### src/rtl/apu_package.sv
// Shared APU constants, plus the request payload type reused by the shared-FPU interconnect.
package apu_package;

    localparam int unsigned C_APUTYPES    = 4;
    localparam int unsigned WAPUTYPE      = 2;

    localparam int unsigned NARGS_CPU     = 3;
    localparam int unsigned WOP_CPU       = 6;
    localparam int unsigned NDSFLAGS_CPU  = 15;
    localparam int unsigned NUSFLAGS_CPU  = 5;

    localparam int unsigned APU_FLAGS_INT = 0;
    localparam int unsigned APU_FLAGS_DSP = 1;
    localparam int unsigned APU_FLAGS_FP  = 2;

    localparam int unsigned NB_CORES_CPU  = 4;
    localparam int unsigned WCORE         = $clog2(NB_CORES_CPU);

    typedef struct packed {
        logic [WOP_CPU-1:0]             op;
        logic [NARGS_CPU-1:0][31:0]     operands;
        logic [NDSFLAGS_CPU-1:0]        flags;
    } apu_req_t;

    // Core index width that stays at least one bit wide for degenerate core counts.
    function automatic int unsigned core_idx_width(input int unsigned n);
        return (n > 1) ? $clog2(n) : 1;
    endfunction

endpackage

### src/rtl/apu_tag_fifo.sv
// In-order tag FIFO holding the issuing core index of every operation outstanding in the unit.
module apu_tag_fifo #(
    parameter int unsigned DEPTH = 4,
    parameter int unsigned WIDTH = 2,
    localparam int unsigned CntW = $clog2(DEPTH + 1)
) (
    input  logic             clk_i,
    input  logic             rst_i,
    input  logic             push_i,
    input  logic [WIDTH-1:0] data_i,
    input  logic             pop_i,
    output logic             full_o,
    output logic             empty_o,
    output logic [WIDTH-1:0] head_o,
    output logic [CntW-1:0]  count_o
);
    localparam int unsigned PtrW = (DEPTH > 1) ? $clog2(DEPTH) : 1;

    logic [DEPTH-1:0][WIDTH-1:0] mem_q, mem_d;
    logic [PtrW-1:0]             wr_ptr_q, wr_ptr_d;
    logic [PtrW-1:0]             rd_ptr_q, rd_ptr_d;
    logic [CntW-1:0]             count_q, count_d;
    logic                        do_push, do_pop;

    assign full_o  = (count_q == CntW'(DEPTH));
    assign empty_o = (count_q == '0);
    assign head_o  = mem_q[rd_ptr_q];
    assign count_o = count_q;

    always_comb begin
        do_push  = push_i && !full_o;
        do_pop   = pop_i && !empty_o;
        mem_d    = mem_q;
        wr_ptr_d = wr_ptr_q;
        rd_ptr_d = rd_ptr_q;
        if (do_push) begin
            mem_d[wr_ptr_q] = data_i;
            wr_ptr_d = (wr_ptr_q == PtrW'(DEPTH - 1)) ? '0 : wr_ptr_q + 1'b1;
        end
        if (do_pop) begin
            rd_ptr_d = (rd_ptr_q == PtrW'(DEPTH - 1)) ? '0 : rd_ptr_q + 1'b1;
        end
        count_d = count_q + CntW'(do_push) - CntW'(do_pop);
    end

    always_ff @(posedge clk_i) begin
        if (rst_i) begin
            mem_q    <= '0;
            wr_ptr_q <= '0;
            rd_ptr_q <= '0;
            count_q  <= '0;
        end else begin
            mem_q    <= mem_d;
            wr_ptr_q <= wr_ptr_d;
            rd_ptr_q <= rd_ptr_d;
            count_q  <= count_d;
        end
    end

endmodule

### src/rtl/apu_shared_arbiter.sv
// Round-robin arbiter sharing one APU unit between cores; tags outstanding ops and routes
// each result back to its issuing core.
module apu_shared_arbiter
    import apu_package::*;
#(
    parameter int unsigned NB_CORES        = 4,
    parameter int unsigned APU_TYPE        = 0,
    parameter int unsigned NARGS           = NARGS_CPU,
    parameter int unsigned WOP             = WOP_CPU,
    parameter int unsigned NDSFLAGS        = NDSFLAGS_CPU,
    parameter int unsigned NUSFLAGS        = NUSFLAGS_CPU,
    parameter int unsigned MAX_OUTSTANDING = 4
) (
    input  logic                                 clk_i,
    input  logic                                 rst_i,
    input  logic [NB_CORES-1:0]                  core_req_i,
    input  logic [NB_CORES-1:0][WAPUTYPE-1:0]    core_type_i,
    input  logic [NB_CORES-1:0][WOP-1:0]         core_op_i,
    input  logic [NB_CORES-1:0][NARGS-1:0][31:0] core_operands_i,
    input  logic [NB_CORES-1:0][NDSFLAGS-1:0]    core_flags_i,
    output logic [NB_CORES-1:0]                  core_gnt_o,
    output logic [NB_CORES-1:0]                  core_rvalid_o,
    output logic [31:0]                          core_rdata_o,
    output logic [NUSFLAGS-1:0]                  core_rflags_o,
    output logic                                 unit_req_o,
    input  logic                                 unit_gnt_i,
    output logic [WOP-1:0]                       unit_op_o,
    output logic [NARGS-1:0][31:0]               unit_operands_o,
    output logic [NDSFLAGS-1:0]                  unit_flags_o,
    input  logic                                 unit_rvalid_i,
    input  logic [31:0]                          unit_rdata_i,
    input  logic [NUSFLAGS-1:0]                  unit_rflags_i,
    output logic                                 err_o
);
    localparam int unsigned CoreW = core_idx_width(NB_CORES);
    localparam int unsigned CntW  = $clog2(MAX_OUTSTANDING + 1);

    logic [NB_CORES-1:0] elig;
    logic                any_elig, found;
    logic [CoreW-1:0]    winner;
    logic [CoreW-1:0]    rr_ptr_q, rr_ptr_d;
    logic                err_q, err_d;
    logic                transfer, pop, slot_free;
    logic                tag_full, tag_empty;
    logic [CoreW-1:0]    tag_head;
    logic [CntW-1:0]     tag_count;

    // First eligible core at or after rr_ptr, wrapping around the core count.
    always_comb begin
        int unsigned idx;
        found  = 1'b0;
        winner = '0;
        for (int unsigned c = 0; c < NB_CORES; c++) begin
            elig[c] = core_req_i[c] && (core_type_i[c] == WAPUTYPE'(APU_TYPE));
        end
        for (int unsigned i = 0; i < NB_CORES; i++) begin
            idx = (32'(rr_ptr_q) + i) % NB_CORES;
            if (!found && elig[idx]) begin
                found  = 1'b1;
                winner = CoreW'(idx);
            end
        end
        any_elig = |elig;
    end

    // Full FIFO blocks the push even if a result pops this cycle: no rvalid-to-gnt path.
    assign slot_free  = !tag_full && (tag_count < CntW'(MAX_OUTSTANDING));
    assign unit_req_o = any_elig && slot_free && !rst_i;
    assign transfer   = unit_req_o && unit_gnt_i;
    assign pop        = unit_rvalid_i && !tag_empty && !rst_i;

    always_comb begin
        core_gnt_o      = '0;
        core_rvalid_o   = '0;
        unit_op_o       = '0;
        unit_operands_o = '0;
        unit_flags_o    = '0;
        if (any_elig) begin
            unit_op_o       = core_op_i[winner];
            unit_operands_o = core_operands_i[winner];
            unit_flags_o    = core_flags_i[winner];
        end
        if (transfer) begin
            core_gnt_o[winner] = 1'b1;
        end
        if (pop) begin
            core_rvalid_o[tag_head] = 1'b1;
        end
        rr_ptr_d = rr_ptr_q;
        if (transfer) begin
            rr_ptr_d = (winner == CoreW'(NB_CORES - 1)) ? '0 : winner + 1'b1;
        end
        err_d = err_q || (unit_rvalid_i && tag_empty);
    end

    assign core_rdata_o  = unit_rdata_i;
    assign core_rflags_o = unit_rflags_i;
    assign err_o         = err_q;

    always_ff @(posedge clk_i) begin
        if (rst_i) begin
            rr_ptr_q <= '0;
            err_q    <= 1'b0;
        end else begin
            rr_ptr_q <= rr_ptr_d;
            err_q    <= err_d;
        end
    end

    apu_tag_fifo #(
        .DEPTH (MAX_OUTSTANDING),
        .WIDTH (CoreW)
    ) u_tag_fifo (
        .clk_i   (clk_i),
        .rst_i   (rst_i),
        .push_i  (transfer),
        .data_i  (winner),
        .pop_i   (pop),
        .full_o  (tag_full),
        .empty_o (tag_empty),
        .head_o  (tag_head),
        .count_o (tag_count)
    );

endmodule
### config.mk
export PLATFORM = sky130hd
export DESIGN_NAME = apu_shared_arbiter
export DESIGN_NICKNAME = d
export VERILOG_FILES = /design/src/rtl/apu_package.sv /design/src/rtl/apu_tag_fifo.sv /design/src/rtl/apu_shared_arbiter.sv
export SDC_FILE = /design/constraint.sdc
export NUM_CORES = 1
export LEC_CHECK = 0
export ABC_AREA = 1
export CAP_MARGIN = 20
export CORE_AREA = 8 8 258 260
export CTS_BUF_LIST = sky130_fd_sc_hd__clkbuf_2 sky130_fd_sc_hd__clkbuf_4 sky130_fd_sc_hd__clkbuf_8
export DETAILED_ROUTE_END_ITERATION = 16
export DIE_AREA = 0 0 266 268
export PLACE_DENSITY = 0.4
export SYNTH_ARGS = -nofsm -noshare
export SYNTH_HDL_FRONTEND = slang
export SYNTH_SLANG_ARGS = --single-unit
### constraint.sdc
create_clock -name clk_i -period 6.6 [get_ports clk_i]
set_input_delay 1.32 -clock clk_i [delete_from_list [all_inputs] [get_ports clk_i]]
set_output_delay 1.32 -clock clk_i [all_outputs]
set_load 0.01 [all_outputs]
==> flow_summary.ini <==
[outcome]
status = completed

[timing]
period_minus_slack_ns = 5.69
slew_headroom_pct = 43.1
rsz0062_at_grt = no
finalSetupViolCount = 0
fin_skew_ns = 0.00200
tightestPinTransition_ns = 0.854
finalSetupTns_ns = 0
final_max_slew_viol_count = 0
final_hold_viol_count = 0
finalCritPeriodShare_pct = 86.2
clock.fmax_mhz = 176

[yosys]
synth-edff-count = 0
seq_area_frac_synth_pct = 5.42
synth_area_um2 = 6650
synth-async-reset-ratio_pct = 0
postSynthCellCount = 1487
synth_seq_cells = 18
avgSynthCellArea_um2 = 4.47
synth_nets = 2020
ys.flop_type = dfxtp_1
yosysWarnings = 0
ys_types = 29

[worst_setup_path]
cpMostUsedCell = nand2_1
cp_data_arrival_time_ns = 4.37
crit_path_end = unit_flags_o[2]
crit_cells = 16
rr_endpoint = rr_ptr_q[1]
setup.worst_path.class = in2out
reg2reg_depth = 13
critPathMaxFanout = 69
endpoint_kind = output pin
cp-startpoint = core_type_i[5]
reg2reg_slack_ns = 4.13
cp-start-kind = input port
worst-path-buf-inv = 3
slowest_stage = clkdlybuf4s50_1
critPathMaxStageDelay_ns = 0.62
cp.required_ns = 5.28
cpLargestDelayFamily = simple AND/OR/NAND/NOR gates
timing.rr.start = rr_ptr_q[0]
cp_cell_sequence = clkdlybuf4s50_1 -> nor2_1 -> nand3_1 -> nand2_1 -> nand2_1 -> nand2_1 -> nand2_1 -> nand2_1 -> nand2_4 -> nand2_8 -> buf_12 -> nand2_1 -> nand3_1 -> nand2_1 -> nor2_1 -> clkdlybuf4s50_1

[route]
routed_wl_um = 49800
post_drt_wl_per_cell_um = 17.5
ant_nets = 0
drt_iter0_markers = 662
drc = 0
drt_pre_antenna_iters = 6
vias_per_cell = 3.80
num_vias = 10800

[floorplan]
io_pins = 685
coreArea_um2 = 62400
die_area_um2 = 71300
fp.dieH_um = 268
start_util_pct = 10.7
std_cell_rows = 92
fp.dieW_um = 266

[power_and_ir_drop]
p_seq_share_pct = 5.2
p_sw_share_pct = 54.3
pwr-share-comb_pct = 91.4
clkPwrFrac_pct = 3.4
p_switching_uw = 1470
peakVddDrop_uv = 191
p_leak_uw = 0.00629
power.density_nw_per_um2 = 201
p_int_uw = 1240

[finish]
fin_nets = 2527
drive_above_1_share_pct = 2.46
area_delta_synth_final_pct = 103
final_cell_area_um2 = 13500
multiInputGateArea_um2 = 5000
ff_latch_area_um2 = 360
nFillCells = 7303

[global_routing]
grt_pass1_wl_um = 70700
grt_use_total_pct = 12.8
grt_pass1_vias = 11000
grt_antenna_before_repair = 5
grt_start_max_net_pins = 118
grt-ovfl-total = 0

[cts]
insertion_delay_ns = 0.25
cts_resized = 0
cts_tree = built
hold_buffers = 0
htree_levels = 1
cts_buffers = 3
post-cts-setup-buffers = 0
clock_sinks = 18
root_buffer = clkbuf_8
clockBufferDepth = 2
clkTransAtPathRegs_ns = 0.07

[placed_design]
post_dp_cell_area_um2 = 13500
portBuffers = 610
gp_congestion = 0.897
dp_hpwl_um = 40300

[min_path]
hold-path-cell-count = 2
hp-class = reg2reg
hp-start = err_o

[flow_run]
cap_violations = 0
-- stage by stage --
| step | hold WS, ns | setup slack (ns) | total power, uW | util, % | instances |
|---|---|---|---|---|---|
| floorplan | 0.453 | 2.41 | 1500 | - | 1487 |
| global placement | 0.442 | 0.940 | 2650 | 21.6 | 2835 |
| detailed placement | 0.454 | 0.946 | 2650 | 21.6 | 2835 |
| CTS | 0.466 | 0.930 | 2760 | 21.7 | 2839 |
| global route | 0.492 | 0.731 | 2990 | 21.7 | 2839 |
| finish | 0.458 | 0.911 | 2710 | 21.7 | 2842 |
-- cell type report --
type	instances	area share (%)
well taps	846	7.83
repair buffers	646	48.1
clock buffers	4	0.407
diodes	3	0.0555
flip-flops and latches	18	2.67
inverters	142	3.98
multi-input cells	1183	37.0
-- worst register-to-register path, stage by stage, from the launching register on --
cell and delay [ns]:
dfxtp_1 0.53, inv_4 0.12, nand3_1 0.14, nand2_1 0.09, nor2_1 0.15, nand2_1 0.12, nand2_1 0.13, nand2_4 0.10
nand2_8 0.20, buf_4 0.20, inv_1 0.08, ha_1 0.29, o21ai_0 0.16, a21oi_1 0.05
-- synth_stat cells (all sizes together) (2+ instances only) --
master / number / area share [%]
nand2: 499 / 28
nor2: 377 / 21
nand3: 253 / 19
inv: 141 / 8.0
buf: 104 / 9.6
clkbuf: 40 / 2.3
dfxtp: 18 / 5.4
a21oi: 16 / 1.2
o21ai: 16 / 1.2
ha: 11 / 2.1
nand4: 2 / 0.19
-- layout by cell type (no fill, tap or decap) --
cell and n:
nand3_2 1, nand3_1 250, o31ai_1 1, o21ai_0 15, a32oi_1 1, o22ai_1 1, xor2_1 1, nand3_4 2
nand4_1 2, fa_1 1, buf_4 26, or2_2 1, nand2_1 497, nand2_8 1, o21ai_1 1, diode_2 3
clkdlybuf4s50_1 610, ha_1 11, nor3_1 1, buf_12 10, inv_4 2, clkbuf_8 4, nor2_1 377, nand2_4 1
nor3b_1 1, inv_2 1, a211oi_1 1, dfxtp_1 18, inv_1 139, a21oi_1 16
-- how the worst min path moves through the flow --
stage	end	slack [ns]
CTS	err_o	0.47
global placement	err_o	0.44
detailed placement	err_o	0.45
global route	err_o	0.49
floorplan	u_tag_fifo.mem_q[6]	0.45
finish	err_o	0.46
-- power groups by stage --
stage | clock network (uW) | registers, uW | logic [uW]
floorplan | 0 | 137 | 1360
global placement | 0 | 143 | 2510
detailed placement | 0 | 143 | 2510
CTS | 94.8 | 141 | 2520
global route | 98.8 | 144 | 2750
finish | 92.3 | 141 | 2480
-- per-layer routing --
| metal | track usage (%) | vias up | part of all wire, % |
|---|---|---|---|
| met5 | 0 | - | 0.046 |
| met4 | 2.96 | 4 | 2.6 |
| met3 | 3.49 | 56 | 8.3 |
| met2 | 23.1 | 446 | 49 |
| met1 | 14.9 | 4782 | 40 |
| li1 | - | 5502 | - |
-- registers in the layout (all words and copies together), names as in the netlist --
name and cells:
err_o 1, rr_ptr_q 2, u_tag_fifo.count_o 3, u_tag_fifo.mem_q 8, u_tag_fifo.rd_ptr_q 2, u_tag_fifo.wr_ptr_q 2
-- cell families after synthesis --
logic type                 share of synthesized area (%)
AOI/OAI and AO/OA                                   2.86
xor gates and xnor gates                           0.132
adders and majority gates                           2.37
buffers and inverters                               19.9
DFF                                                 5.42
and+or+nand+nor                                     69.3
Note: power is estimated with default switching activity, not from simulation.
